$ cat src/rtl/io_bus_pkg.sv
// -----------------------------------------------------------------------------
// io_bus_pkg
// Shared types and constants for the two-master I/O bus arbiter.
//   - FSM state encoding (IDLE / ISSUE / RESP)
//   - Device decode field position and values (addr[9:8])
//   - Address / data widths
//   - io_decode(): maps the 2-bit decode field to a device selector
// -----------------------------------------------------------------------------
package io_bus_pkg;

  localparam int IO_ADDR_W  = 30;
  localparam int IO_DATA_W  = 32;

  // Device select lives in word-address bits [9:8]; everything above is ignored.
  localparam int          IO_DEC_LSB = 8;
  localparam logic [1:0]  IO_DEC_LED = 2'b01;
  localparam logic [1:0]  IO_DEC_SW  = 2'b10;

  typedef enum logic [1:0] {
    IO_IDLE  = 2'b00,
    IO_ISSUE = 2'b01,
    IO_RESP  = 2'b10
  } io_state_e;

  typedef enum logic [1:0] {
    IO_DEV_NONE = 2'b00,
    IO_DEV_LED  = 2'b01,
    IO_DEV_SW   = 2'b10
  } io_dev_e;

  // Translate the decode field into a device; 00 and 11 are unmapped.
  function automatic io_dev_e io_decode(input logic [1:0] field);
    io_dev_e dev;
    case (field)
      IO_DEC_LED: dev = IO_DEV_LED;
      IO_DEC_SW:  dev = IO_DEV_SW;
      default:    dev = IO_DEV_NONE;
    endcase
    return dev;
  endfunction

endpackage

$ cat src/rtl/io_arb2.sv
// -----------------------------------------------------------------------------
// io_arb2
// Two-requester selector, purely combinational.
// Configuration macro: IO_ARB_FAIR_RR_EN
//   defined     : round-robin, the master not granted last wins a tie
//   not defined : fixed priority, requester 0 always wins a tie
// Ports:
//   req0_i, req1_i : request lines
//   last_m1_i      : 1 when requester 1 was granted most recently
//   gnt_o[1:0]     : one-hot winner (bit 0 = requester 0), 0 when no request
// -----------------------------------------------------------------------------
module io_arb2 (
  input  logic       req0_i,
  input  logic       req1_i,
  input  logic       last_m1_i,
  output logic [1:0] gnt_o
);

`ifdef IO_ARB_FAIR_RR_EN
  // Round-robin pick: a tie goes to whoever did not win last time.
  always_comb begin
    gnt_o = 2'b00;
    if (req0_i && req1_i) begin
      if (last_m1_i) begin
        gnt_o = 2'b01;
      end else begin
        gnt_o = 2'b10;
      end
    end else if (req0_i) begin
      gnt_o = 2'b01;
    end else if (req1_i) begin
      gnt_o = 2'b10;
    end else begin
      gnt_o = 2'b00;
    end
  end
`else
  // Fixed priority has no use for the history pointer.
  logic last_unused_s;
  assign last_unused_s = last_m1_i;

  // Fixed-priority pick: requester 0 first.
  always_comb begin
    gnt_o = 2'b00;
    if (req0_i) begin
      gnt_o = 2'b01;
    end else if (req1_i) begin
      gnt_o = 2'b10;
    end else begin
      gnt_o = 2'b00;
    end
  end
`endif

endmodule

$ cat src/rtl/io_bus_arbiter.sv
// -----------------------------------------------------------------------------
// io_bus_arbiter
// Grants one of two masters' single-word requests at a time, drives the shared
// I/O bus with per-device strobes and returns read data to the requester.
// Configuration macro: IO_ARB_FAIR_RR_EN (round-robin ties; otherwise m0 wins).
// Ports:
//   clk, rst                  : clock, asynchronous active-low reset
//   mX_req/we/addr/wdata      : master X request (held until mX_gnt)
//   mX_gnt                    : one-cycle grant pulse, request consumed
//   mX_rvalid/mX_rdata        : read return pulse / data (data held afterwards)
//   bus_memAddress/writeData  : shared bus, latched at grant
//   led_we, led_re, sw_re     : device strobes, high in the ISSUE cycle
//   led_rdata, sw_rdata       : peripheral read data, one cycle after re
//   decode_err                : pulse for a granted access to an unmapped addr
// Every output comes straight from a flop.
// -----------------------------------------------------------------------------
module io_bus_arbiter
  import io_bus_pkg::*;
(
  input  logic                 clk,
  input  logic                 rst,
  input  logic                 m0_req,
  input  logic                 m0_we,
  input  logic [IO_ADDR_W-1:0] m0_addr,
  input  logic [IO_DATA_W-1:0] m0_wdata,
  output logic                 m0_gnt,
  output logic                 m0_rvalid,
  output logic [IO_DATA_W-1:0] m0_rdata,
  input  logic                 m1_req,
  input  logic                 m1_we,
  input  logic [IO_ADDR_W-1:0] m1_addr,
  input  logic [IO_DATA_W-1:0] m1_wdata,
  output logic                 m1_gnt,
  output logic                 m1_rvalid,
  output logic [IO_DATA_W-1:0] m1_rdata,
  output logic [IO_ADDR_W-1:0] bus_memAddress,
  output logic [IO_DATA_W-1:0] bus_writeData,
  output logic                 led_we,
  output logic                 led_re,
  output logic                 sw_re,
  input  logic [IO_DATA_W-1:0] led_rdata,
  input  logic [IO_DATA_W-1:0] sw_rdata,
  output logic                 decode_err
);

  io_state_e              state_q, state_d;
  logic [1:0]             win_s;
  logic                   ptr_s;
  logic                   grant_s;
  logic                   sel_m1_s;
  logic                   sel_we_s;
  logic [IO_ADDR_W-1:0]   sel_addr_s;
  logic [IO_DATA_W-1:0]   sel_wdata_s;
  io_dev_e                sel_dev_s;
  logic [IO_DATA_W-1:0]   resp_data_s;

  logic                   win_m1_q;
  logic                   we_q;
  io_dev_e                dev_q;
  logic [IO_ADDR_W-1:0]   bus_addr_q;
  logic [IO_DATA_W-1:0]   bus_wdata_q;
  logic                   m0_gnt_q, m1_gnt_q;
  logic                   led_we_q, led_re_q, sw_re_q, decode_err_q;
  logic                   m0_rvalid_q, m1_rvalid_q;
  logic [IO_DATA_W-1:0]   m0_rdata_q, m1_rdata_q;

  io_arb2 u_arb (
    .req0_i    (m0_req),
    .req1_i    (m1_req),
    .last_m1_i (ptr_s),
    .gnt_o     (win_s)
  );

  // The arbiter's choice only counts while idle; later requests simply wait.
  assign grant_s  = (state_q == IO_IDLE) && (win_s != 2'b00);
  assign sel_m1_s = win_s[1];

  // Mux the winning master's request fields.
  always_comb begin
    if (sel_m1_s) begin
      sel_we_s    = m1_we;
      sel_addr_s  = m1_addr;
      sel_wdata_s = m1_wdata;
    end else begin
      sel_we_s    = m0_we;
      sel_addr_s  = m0_addr;
      sel_wdata_s = m0_wdata;
    end
  end

  assign sel_dev_s = io_decode(sel_addr_s[IO_DEC_LSB+1:IO_DEC_LSB]);

`ifdef IO_ARB_FAIR_RR_EN
  logic last_m1_q;

  // Remember the most recent winner; reset to m1 so m0 takes the first tie.
  always_ff @(posedge clk or negedge rst) begin
    if (!rst) begin
      last_m1_q <= 1'b1;
    end else if (grant_s) begin
      last_m1_q <= sel_m1_s;
    end else begin
      last_m1_q <= last_m1_q;
    end
  end

  assign ptr_s = last_m1_q;
`else
  assign ptr_s = 1'b1;
`endif

  // Next-state: reads spend one extra cycle in RESP to capture peripheral data.
  always_comb begin
    state_d = state_q;
    case (state_q)
      IO_IDLE: begin
        if (grant_s) begin
          state_d = IO_ISSUE;
        end else begin
          state_d = IO_IDLE;
        end
      end
      IO_ISSUE: begin
        if (we_q) begin
          state_d = IO_IDLE;
        end else begin
          state_d = IO_RESP;
        end
      end
      IO_RESP: state_d = IO_IDLE;
      default: state_d = IO_IDLE;
    endcase
  end

  // State register and the request fields latched at grant time.
  always_ff @(posedge clk or negedge rst) begin
    if (!rst) begin
      state_q     <= IO_IDLE;
      win_m1_q    <= 1'b0;
      we_q        <= 1'b0;
      dev_q       <= IO_DEV_NONE;
      bus_addr_q  <= '0;
      bus_wdata_q <= '0;
    end else begin
      state_q <= state_d;
      if (grant_s) begin
        win_m1_q    <= sel_m1_s;
        we_q        <= sel_we_s;
        dev_q       <= sel_dev_s;
        bus_addr_q  <= sel_addr_s;
        bus_wdata_q <= sel_wdata_s;
      end else begin
        win_m1_q    <= win_m1_q;
        we_q        <= we_q;
        dev_q       <= dev_q;
        bus_addr_q  <= bus_addr_q;
        bus_wdata_q <= bus_wdata_q;
      end
    end
  end

  // Grant and strobe pulses are produced one edge early so they line up with
  // the ISSUE cycle; switch writes deliberately raise nothing.
  always_ff @(posedge clk or negedge rst) begin
    if (!rst) begin
      m0_gnt_q     <= 1'b0;
      m1_gnt_q     <= 1'b0;
      led_we_q     <= 1'b0;
      led_re_q     <= 1'b0;
      sw_re_q      <= 1'b0;
      decode_err_q <= 1'b0;
    end else begin
      m0_gnt_q     <= grant_s && !sel_m1_s;
      m1_gnt_q     <= grant_s && sel_m1_s;
      led_we_q     <= grant_s && sel_we_s && (sel_dev_s == IO_DEV_LED);
      led_re_q     <= grant_s && !sel_we_s && (sel_dev_s == IO_DEV_LED);
      sw_re_q      <= grant_s && !sel_we_s && (sel_dev_s == IO_DEV_SW);
      decode_err_q <= grant_s && (sel_dev_s == IO_DEV_NONE);
    end
  end

  // Pick the responding peripheral's data; unmapped reads return zero.
  always_comb begin
    resp_data_s = 32'h0000_0000;
    case (dev_q)
      IO_DEV_LED: resp_data_s = led_rdata;
      IO_DEV_SW:  resp_data_s = sw_rdata;
      default:    resp_data_s = 32'h0000_0000;
    endcase
  end

  // Capture read data in RESP and flag it to the winner on the following cycle.
  always_ff @(posedge clk or negedge rst) begin
    if (!rst) begin
      m0_rvalid_q <= 1'b0;
      m1_rvalid_q <= 1'b0;
      m0_rdata_q  <= '0;
      m1_rdata_q  <= '0;
    end else if (state_q == IO_RESP) begin
      m0_rvalid_q <= !win_m1_q;
      m1_rvalid_q <= win_m1_q;
      if (win_m1_q) begin
        m1_rdata_q <= resp_data_s;
        m0_rdata_q <= m0_rdata_q;
      end else begin
        m0_rdata_q <= resp_data_s;
        m1_rdata_q <= m1_rdata_q;
      end
    end else begin
      m0_rvalid_q <= 1'b0;
      m1_rvalid_q <= 1'b0;
      m0_rdata_q  <= m0_rdata_q;
      m1_rdata_q  <= m1_rdata_q;
    end
  end

  assign m0_gnt         = m0_gnt_q;
  assign m1_gnt         = m1_gnt_q;
  assign m0_rvalid      = m0_rvalid_q;
  assign m1_rvalid      = m1_rvalid_q;
  assign m0_rdata       = m0_rdata_q;
  assign m1_rdata       = m1_rdata_q;
  assign bus_memAddress = bus_addr_q;
  assign bus_writeData  = bus_wdata_q;
  assign led_we         = led_we_q;
  assign led_re         = led_re_q;
  assign sw_re          = sw_re_q;
  assign decode_err     = decode_err_q;

endmodule

$ cat config.mk
export PLATFORM = sky130hd
export DESIGN_NAME = io_bus_arbiter
export DESIGN_NICKNAME = d
export VERILOG_FILES = /design/src/rtl/io_bus_pkg.sv /design/src/rtl/io_arb2.sv /design/src/rtl/io_bus_arbiter.sv
export SDC_FILE = /design/constraint.sdc
export NUM_CORES = 1
export LEC_CHECK = 0
export CORE_AREA = 2 2 135 124
export DETAILED_ROUTE_END_ITERATION = 10
export DIE_AREA = 0 0 137 126
export PLACE_DENSITY = 0.83
export REMOVE_ABC_BUFFERS = 1
export SKIP_LAST_GASP = 1
export SYNTH_ARGS = -nofsm -noshare
export SYNTH_HDL_FRONTEND = slang
export SYNTH_HIERARCHICAL = 1
export SYNTH_SLANG_ARGS = --single-unit
export TNS_END_PERCENT = 100
$ cat constraint.sdc
create_clock -name clk -period 2.3 [get_ports clk]
set_clock_uncertainty 0.15 [all_clocks]
set_input_delay 0.345 -clock clk [delete_from_list [all_inputs] [get_ports clk]]
set_output_delay 0.345 -clock clk [all_outputs]
set_load 0.03 [all_outputs]
Word-level counts from Yosys, hierarchy flattened
Index checks and enable logic that the tools add are counted.
{"block": "classes", "multipliers": 0, "n_div": 0, "n_reduce_logical": 17, "muxes": 12, "n_eq_ne": 8, "n_addsub": 0, "shifts": 0, "n_bitwise": 1, "magnitude_cmp": 0}
{"operator": "$pmux W32 S2", "count": 1}
{"operator": "$mux W32", "count": 1}
{"operator": "$mux W30", "count": 1}
{"operator": "$logic_and A1 B1 Y1", "count": 9}
{"operator": "$eq A2 B1 Y1 const B", "count": 4}
{"operator": "$eq A2 B2 Y1 const B", "count": 4}
{"operator": "$pmux W2 S2", "count": 2}
{"operator": "$mux W2", "count": 3}
{"operator": "$logic_not A2 Y1", "count": 2}
{"operator": "$mux W1", "count": 4}
{"operator": "$reduce_and A2 Y1", "count": 2}
{"operator": "$logic_not A1 Y1", "count": 3}
{"operator": "$reduce_bool A2 Y1", "count": 1}
{"operator": "$not A1 Y1", "count": 1}
{"block": "totals", "ramBits": 0, "mem_count": 0, "latchBits": 0, "ff_bits": 140, "romBits": 0, "inputBits": 194, "out_inout_bits": 134}

Logic depth before layout (Yosys ltp)
{"block": "depth", "ltp_word": 7, "ltp_mapped": 6, "depth_no_buf": 5}

By module
The synthesis kept the hierarchy.
{"mod": "io_bus_arbiter", "seq_area_each_um2": 3503.4, "cells_each": 489, "n_inst": 1, "area_per_inst_um2": 6087.1}
{"mod": "io_arb2", "seq_area_each_um2": 0.0, "cells_each": 2, "n_inst": 1, "area_per_inst_um2": 21.3}

Least setup slack after synthesis
Ideal clock, no wire load.
{"block": "synth_path", "path_type": "input port to flip-flop", "from": "in m1_req", "to": "reg dev_q[0]", "t_arrival_ns": 1.486, "path_buffers": 1, "setup_slack_ns": 0.539, "setup_ns": 0.125, "stages": 5, "cell_sequence": "nor2b_4 buf_2 mux2_2 ha_1 mux2_2"}
{"block": "synth_via", "elab_chain_len": 5}
{"item": "start, declared", "line_no": "io_bus_arbiter.sv:29", "rtl": "input logic m1_req,"}
{"item": "$mux W2 (*)", "line_no": "io_arb2.sv:47", "rtl": "end else if (req1_i) begin"}
{"item": "$mux W2 (*)", "line_no": "io_arb2.sv:45", "rtl": "if (req0_i) begin"}
{"item": "$mux W30 (*)", "line_no": "io_bus_arbiter.sv:80", "rtl": "if (sel_m1_s) begin"}
{"item": "named net sel_addr_s[8]", "line_no": "io_bus_arbiter.sv:52", "rtl": "logic [IO_ADDR_W-1:0] sel_addr_s;"}
{"item": "$eq A2 B2 Y1 / $eq A2 B1 Y1 (equally long branches)", "line_no": "io_bus_pkg.sv:34", "rtl": "case (field)"}
{"item": "$pmux W2 S2 (*)", "line_no": "io_bus_pkg.sv:34"}
{"item": "named net sel_dev_s[0]", "line_no": "io_bus_arbiter.sv:54", "rtl": "io_dev_e sel_dev_s;"}
{"item": "end signal, assigned", "line_no": "io_bus_arbiter.sv:149", "rtl": "dev_q <= sel_dev_s;"}
{"item": "end signal, assigned", "line_no": "io_bus_arbiter.sv:155", "rtl": "dev_q <= dev_q;"}
{"item": "end, declared", "line_no": "io_bus_arbiter.sv:59", "rtl": "io_dev_e dev_q;"}
The timed path passes the listed nets; every way through them passes the cells marked *.
A chain may end at the register's enable or synchronous reset.

Final worst setup path
{"block": "layout_path", "from": "reg bus_addr_q[13] (netlist: bus_memAddress[13])", "to": "out bus_memAddress[13]"}
{"item": "start, declared", "line_no": "io_bus_arbiter.sv:60", "rtl": "logic [IO_ADDR_W-1:0] bus_addr_q;"}
{"item": "start signal, assigned", "line_no": "io_bus_arbiter.sv:150", "rtl": "bus_addr_q <= sel_addr_s;"}
{"item": "start signal, assigned", "line_no": "io_bus_arbiter.sv:156", "rtl": "bus_addr_q <= bus_addr_q;"}
{"item": "end, declared", "line_no": "io_bus_arbiter.sv:36", "rtl": "output logic [IO_ADDR_W-1:0] bus_memAddress,"}
No word-level cell between the ends.

==> metrics.yaml <==
core.rowCount: 44
critical_path_class: "flop to primary output"
post-route-min-period_ps: 2000
share_of_cells_above_drive_strength_1_pct: 21.6
via_count_of_the_first_global_routing_pass: 5233
worst_ir_drop_vdd_mv: 0.729
postCtsSetupRepairBufs: 0
drt.antenna.violating_nets: 0
global_route.usage.total_pct: 21.6
slew_headroom_pct: 72.2
worstSkewPairLatency_ps: 410
power.leakage_nw: 4.24
worstSetupStartpointType: "flop"
nets: 1020
totalNegativeSetupSlack_ps: 0
area_delta_synth_final_pct: 68.4
clock_sinks: 140
synth_cells: 490
grt_setup_unrepaired: "false"
outcome: "completed"
achievable-frequency_mhz: 499
mostFrequentLayoutCells: "sky130_fd_sc_hd__clkdlybuf4s50_1 (326), sky130_fd_sc_hd__dfrtp_1 (140), sky130_fd_sc_hd__mux2_2 (128)"
finalMaxSlewViolations: 0
ys_warn_count: 6
cts_inserted_buffers: 17
finalCritPeriodShare_pct: 87.1
synth.cell_area_um2: 6100
drt_first_iter_violations: 238
critical_path_data_arrival_time_ps: 1510
vias_per_cell: 4.86
place.detailed.hpwl_mm: 13.7
layout.cells.most_common: "sky130_fd_sc_hd__clkdlybuf4s50_1"
clk_slew_on_worst_s_h_paths_ps: 60
diodes: 0
drv.max_cap_violation_count: 0
dr.pass1.iters: 4
post_layout_nonfiller_instances: 1041
total_via_count_after_detailed_routing: 5060
worst_path_buffer_plus_inverter_count: 1
core_um2: 15900
syn_avg_cell_area_um2: 12.5
crit_slowest_cell: "sky130_fd_sc_hd__clkdlybuf4s50_1"
initial_utilization_pct: 38.5
die_w_um: 137
wire_length_of_the_first_global_routing_pass_mm: 28.4
timing_worst_slew_pin_value_ps: 416
setup_violations: 0
grt_start_max_net_pins: 70
cts-root-buf: "sky130_fd_sc_hd__clkbuf_16"
ctsLongestPathBuffers: 2
endpoint_kind: "primary output"
design_area_um2: 10300
io_pins: 328
final_hold_viol_count: 0
cts-resized-gates: 0
detail_route.wl_per_cell_um: 17.6
gr-total-overflow: 0
cp_slowest_stage_delay_ps: 690
p_per_area_nw_per_um2: 1360
critical_path_required_ps: 1800
dpl-instance-area_um2: 9690
detail_route.wirelength_mm: 18.4
floorplan.die_area_um2: 17300
worst-path-max-fanout: 2
drc_errors: 0
min_path_type: "primary input to async pin"
numPortBuffers: 327
chipHeight_um: 126
cts_tree: "yes"
worst-r2r-setup-slack_ps: 330
cts_hold_bufs: 1
path_delay_family: "buffers and inverters"
cts_max_level: 4
gpl.final_weighted_congestion: 0.829
antenna_found_initial: 0
dp_cells: 1008
timing.critical_path.cells: "clkdlybuf4s50_1"
-- power by group --
| group | switching [mW] | internal (mW) |
|---|---|---|
| registers | 0.585 | 3.56 |
| logic | 3.94 | 3.17 |
| clock network | 1.05 | 1.63 |
-- worst paths after layout --
path	from	end	cells past startpoint
worst max-delay path	bus_memAddress[13]	bus_memAddress[13]	1
worst min-delay path	rst	bus_memAddress[16]	2
worst max register to register	dev_q[0]	m0_rdata[0]	5
worst min register to register	we_q	state_q[1]	1
max in group asynchronous	rst	m0_rvalid	3
min in group clk	we_q	state_q[1]	1
-- through the flow --
stage | utilization (%) | power (mW) | hold slack (ps) | setup slack [ps]
floorplan | - | 7.98 | -101 | -827
global placement | 61.1 | 11.2 | 15.2 | 51.4
detailed placement | 61.1 | 11.3 | 15.4 | 34.9
CTS | 64.8 | 14.1 | 136 | 269
global route | 64.8 | 14.7 | 144 | 216
finish | 64.8 | 13.9 | 158 | 296
-- worst register-to-register path, delay by kind of cell, from the launching register on --
kind            cells  cell delay (ps)
fa+ha+maj           1              300
simple gates        1              520
buf+inv             2              320
flops               1              370
compound gates      1              220
-- area by class of cell --
cell class / instances / area [um^2]
fill: 1261 / 5570
sequential: 140 / 3500
timing repair buffer: 346 / 3480
multi-input combinational: 309 / 2420
clock buffer: 19 / 443
tap: 207 / 259
clock inverter: 13 / 143
inverter: 7 / 26.3
-- per-layer routing --
layer | global-route usage [%] | up-vias | routed length (um)
met3 | 6.04 | 41 | 1230
met5 | 0 | - | 0
met2 | 36.6 | 172 | 9360
met1 | 25.6 | 2450 | 7220
met4 | 9.34 | 0 | 558
li1 | - | 2397 | -
-- sequential cells by signal (all words and copies together) (netlist names), 2 cells and up --
signal,flops
m1_rdata,32
dev_q,2
bus_memAddress,30
bus_writeData,32
m0_rdata,32
state_q,2
(Power assumes the default switching activity.)
